### src/rtl/shift_rotate_unit_if.sv
// shift_rotate_unit_if: request/result bus between the sequencer (master) and the shift/rotate unit (slave)
interface shift_rotate_unit_if #(parameter int WIDTH = 32);
  logic             start;
  logic [2:0]       mode;
  logic [WIDTH-1:0] a;
  logic [WIDTH-1:0] b;
  logic [WIDTH-1:0] result;
  logic             busy;
  logic             done;
  modport master(output start, mode, a, b, input result, busy, done);
  modport slave(input start, mode, a, b, output result, busy, done);
endinterface

### src/rtl/shift_rotate_unit.sv
// shift_rotate_unit: multi-cycle shr/shra/shl/ror/rol, up to STEP bits per cycle
// Ports: clk, reset (sync, active-high), bus (slave): start/mode/a/b in, result/busy/done out.
// Build option SHIFT_ROTATE_UNIT_EARLY_EXIT_EN: finish after ceil(amount/STEP) cycles instead of WIDTH/STEP.
module shift_rotate_unit #(
  parameter int WIDTH = 32,
  parameter int STEP  = 4
) (
  input logic clk,
  input logic reset,
  shift_rotate_unit_if.slave bus
);
  localparam int AW = $clog2(WIDTH);
  localparam logic [AW:0] STEP_W = (AW+1)'(STEP);
  localparam logic [WIDTH-1:0] ONES = '1;
  typedef enum logic [1:0] {IDLE, RUN, DONE} state_t;
  state_t st, st_n;
  logic [WIDTH-1:0] w, w_n;
  logic [AW-1:0] rem;
  logic [AW:0] s;
  logic [2:0] md;
  logic sgn, last, zero_go;
  logic unused_b;
  assign unused_b = ^bus.b[WIDTH-1:AW];
`ifdef SHIFT_ROTATE_UNIT_EARLY_EXIT_EN
  assign last    = (rem - s[AW-1:0]) == '0;
  assign zero_go = bus.b[AW-1:0] == '0;
`else
  localparam int NRUN = WIDTH / STEP;
  localparam int CW = $clog2(NRUN + 1);
  logic [CW-1:0] cnt;
  assign last    = cnt == CW'(NRUN - 1);
  assign zero_go = 1'b0;
  always_ff @(posedge clk)
    if (reset || st != RUN) cnt <= '0;
    else cnt <= cnt + 1'b1;
`endif
  always_comb begin
    s = ({1'b0, rem} < STEP_W) ? {1'b0, rem} : STEP_W;
    w_n = md == 3'd0 ? w >> s :
          md == 3'd1 ? (w >> s) | (sgn ? ~(ONES >> s) : '0) :
          md == 3'd2 ? w << s :
          md == 3'd3 ? (w >> s) | (w << (WIDTH - s)) :
          md == 3'd4 ? (w << s) | (w >> (WIDTH - s)) : w;
    st_n = st;
    if (st == IDLE && bus.start) st_n = zero_go ? DONE : RUN;
    else if (st == RUN && last) st_n = DONE;
    else if (st == DONE) st_n = IDLE;
  end
  always_ff @(posedge clk)
    st <= reset ? IDLE : st_n;
  always_ff @(posedge clk)
    if (reset) begin
      w   <= '0;
      rem <= '0;
      md  <= '0;
      sgn <= 1'b0;
    end else if (st == IDLE && bus.start) begin
      w   <= bus.a;
      rem <= bus.b[AW-1:0];
      md  <= bus.mode;
      sgn <= bus.a[WIDTH-1];
    end else if (st == RUN) begin
      w   <= w_n;
      rem <= rem - s[AW-1:0];
    end
  assign bus.result = w;
  assign bus.busy   = st == RUN;
  assign bus.done   = st == DONE;
endmodule

### src/flat_wrapper.sv
// flat-port wrapper written by rule: the top's interface ports become plain ports
module shift_rotate_unit_flat 
#(
  parameter int WIDTH = 32,
  parameter int STEP  = 4
)
  (clk, reset, bus_start, bus_mode, bus_a, bus_b, bus_result, bus_busy, bus_done);
  shift_rotate_unit_if #(.WIDTH(WIDTH)) bus_i ();
  input logic clk;
  input logic reset;
  input wire logic [$bits(bus_i.start)-1:0] bus_start;
  input wire logic [$bits(bus_i.mode)-1:0] bus_mode;
  input wire logic [$bits(bus_i.a)-1:0] bus_a;
  input wire logic [$bits(bus_i.b)-1:0] bus_b;
  output wire logic [$bits(bus_i.result)-1:0] bus_result;
  output wire logic [$bits(bus_i.busy)-1:0] bus_busy;
  output wire logic [$bits(bus_i.done)-1:0] bus_done;
  assign bus_i.start = bus_start;
  assign bus_i.mode = bus_mode;
  assign bus_i.a = bus_a;
  assign bus_i.b = bus_b;
  assign bus_result = bus_i.result;
  assign bus_busy = bus_i.busy;
  assign bus_done = bus_i.done;
  shift_rotate_unit #(.WIDTH(WIDTH), .STEP(STEP)) u_core (.clk(clk), .reset(reset), .bus(bus_i));
endmodule
### config.mk
export PLATFORM = sky130hd
export DESIGN_NAME = shift_rotate_unit_flat
export DESIGN_NICKNAME = d
export VERILOG_FILES = /design/src/rtl/shift_rotate_unit_if.sv /design/src/rtl/shift_rotate_unit.sv /design/src/flat_wrapper.sv
export SDC_FILE = /design/constraint.sdc
export NUM_CORES = 1
export LEC_CHECK = 0
export BUFFER_PORTS_ARGS = -buffer_cell sky130_fd_sc_hd__buf_2
export CORE_MARGIN = 2
export CORE_UTILIZATION = 45
export DETAILED_ROUTE_END_ITERATION = 10
export PLACE_DENSITY = 0.66
export SLEW_MARGIN = 15
export SYNTH_ARGS = -nofsm -noshare
export SYNTH_HDL_FRONTEND = slang
export SYNTH_SLANG_ARGS = --single-unit
### constraint.sdc
create_clock -name clk -period 5.3 [get_ports clk]
set_input_delay 0.53 -clock clk [delete_from_list [all_inputs] [get_ports clk]]
set_output_delay 0.53 -clock clk [all_outputs]
set_load 0.01 [all_outputs]
==> reports/qor.csv <==
metric,value,unit
status,completed,
min_period,4439,ps
crit_fanout,12,
final_layout_size_suffix_gt1_share,16.74,%
reg2reg_from,u_core.rem[2],
critPathLaunch,u_core.rem[2],
gp_congestion,1.067,
fp.dieW,122.1,um
syn_area_per_cell,7.056,um2
area_growth_syn_to_layout,8.587,%
leakage,0.002778,uW
async_reset_ff_share,0,%
ys_seq_area_share,14.98,%
postLayoutCellArea,6819,um2
final_nets,978,
arrival,4600,ps
dp_hpwl,19570,um
routedWlPerCell,25.57,um
post_cts_buffers,0,
power.total,2050,uW
final_util,49.51,%
h-tree-depth,2,
setup-violations-final,0,
ys.flop_type,dfxtp_1,
min-delay-path-class,in2reg,
syn-cell-area,6280,um2
cts_root_buf,clkbuf_16,
yosys.cell_types.count,69,
postRouteAntennaNets,0,
timing.final.crit_share,83.75,%
cts_tree,yes,
reg2regPathDepth,13,
cts_buffers,5,
synth_nets,967,
antenna_found_initial,0,
core-area,13770,um2
clk_latency,320,ps
setup_tns,0,ps
path_class,reg2reg,
setup_ws,861.2,ps
yosysWarnings,0,
row_count,43,
max_slew_margin,37.97,%
start_util,45.59,%
finClkSkew,11.95,ps
cap_violations,0,
pre_cts_ws,1167,ps
drtIter0Drc,1379,
grt_setup_unrepaired,false,
fillers,1464,
ctsHoldBuffers,0,
required,5460,ps
crit_path_end,u_core.bus.result[27],
hold_viol_final,0,
dr.pass1.iters,8,
ctsResizeCount,0,
syn_inst,890,
peakVddDrop,0.1480,mV
dieArea,14920,um2
track_usage,37.32,%
diodes,0,
grt_pass1_vias,6880,
clockBufferDepth,2,
cp-start-kind,register,
io_buffer_count,76,
r2r_end,u_core.bus.result[27],
power_density,300.7,nW/um2
drc,0,
io_pins,104,
drv_slew,0,
vias,7560,
worst_pin_slew,928.3,ps
reg2reg_slack,860,ps
drt_wl_total,27670,um
synth_edf_count,0,
clk_pin_slew_worst_paths,80,ps
die_h,122.1,um
place_area,6665,um2
grt_overflow,0,
grt_max_degree,62,
grt_pass1_wl,42000,um
viasPerCell,6.987,
synth-seq-cells,47,
clock_sinks,47,
fmax,0.2253,GHz
endpoint_kind,register,
cells in the mapped netlist (4+ instances only):
master     number  area share (%)
nor2b_1         5            0.50
dfxtp_1        47              15
a21oi_1        63             5.0
and3_1          8            0.80
nand3_1        22             1.8
nor3_1         18             1.4
a221oi_1        9             1.3
o2111ai_1       6            0.84
o21a_1          4            0.48
clkbuf_1       73             4.4
a31oi_1        20             2.0
or3_1           4            0.40
buf_2           5            0.40
a211o_1         7            0.98
a22oi_1         7            0.84
buf_1          14            0.84
a311oi_1        7            0.98
o21ai_0        52             4.1
a2111oi_0       5            0.70
or2_2           4            0.40
o211ai_1       18             2.2
mux2_2         13             2.3
nor2_1         83             5.0
mux2i_1       105              17
a211oi_1       24             2.9
nand3b_1        4            0.48
nand2_1       136             8.1
a21o_1          4            0.48
ha_1            7             1.4
o221ai_1        8             1.1
buf_6           4            0.72
and2_1          7            0.70
inv_1          11            0.66
o22ai_1        20             2.0
mux4_2         13             4.7
through the flow:
step | std cells | hold WS, ps
2_1_floorplan | 890 | 431.9
3_3_place_gp | 1074 | 451.0
3_5_place_dp | 1074 | 457.2
4_1_cts | 1082 | 438.9
5_1_grt | 1082 | 478.7
6_report | 1082 | 445.3
worst min-delay path by stage:
stage	start	end	slack, ps	cells after the start
floorplan	u_core.cnt[0]	u_core.cnt[0]	430	1
global placement	u_core.cnt[0]	u_core.cnt[0]	450	1
detailed placement	u_core.cnt[0]	u_core.cnt[0]	460	1
CTS	bus_mode[2]	u_core.md[2]	440	3
global route	bus_b[1]	u_core.rem[1]	480	3
finish	bus_mode[2]	u_core.md[2]	450	3
layout make-up:
class	instances	area [um2]	share of cell area [%]
multi-input cells	734	4877	71.52
flip-flops and latches	47	942.2	13.82
repair buffers	101	568.0	8.330
well taps	180	225.2	3.303
clock buffers	5	125.1	1.835
inverters	12	52.55	0.7706
clock inverters	3	28.78	0.4220
sequential cells by signal (all words and copies together) (netlist names):
register           cells
u_core.cnt             4
u_core.sgn             1
u_core.bus.result     32
u_core.md              3
u_core.rem             5
u_core.st              2
routing by layer:
metal	GRT usage (%)	part of all wire [%]	vias up
li1	-	-	3341
met1	52.31	41	3566
met2	55.80	43	568
met3	7.397	12	85
met4	15.16	3.8	0
met5	0	0	-
cell usage in the layout (no fill, tap or decap), types with 13 or more instances in the layout:
cell type  instances
mux2_2            13
dfxtp_1           46
mux4_2            13
o211ai_1          18
nor2_1            82
buf_4             25
a31oi_1           20
nand3_1           22
mux2i_1          105
nand2_1          136
nor3_1            18
o21ai_0           52
o22ai_1           20
a211oi_1          24
a21oi_1           62
buf_2             76
worst max-delay path, stage by stage (launching register included):
cell and delay [ps]:
dfxtp_1 380, or3_2 510, nor2_1 390, inv_1 410, ha_1 370, inv_1 90, ha_1 250, inv_1 110
buf_4 240, mux4_2 390, mux2i_1 260, a221oi_1 130, a2111oi_0 680, nor4_1 80
power by group:
part	switching (uW)	internal [uW]	leakage, uW
combinational	776	420	0.00231
clock	183	183	0.0000767
sequential	97.9	391	0.000388
cells by family (layout without fill, tap and decap cells):
kind of cell	after synthesis	count (layout)	synth area share [%]
other	1	1	0.05972
AO/OA/AOI/OAI	281	281	29.75
XOR/XNOR	4	4	0.5580
adder cells (fa/ha/maj)	7	7	1.395
multiplexers	133	133	24.17
AND/OR/NAND/NOR	308	308	21.62
flip-flops	47	47	14.98
buffers and inverters	109	121	7.471
Power figures use the tool's default switching activity.
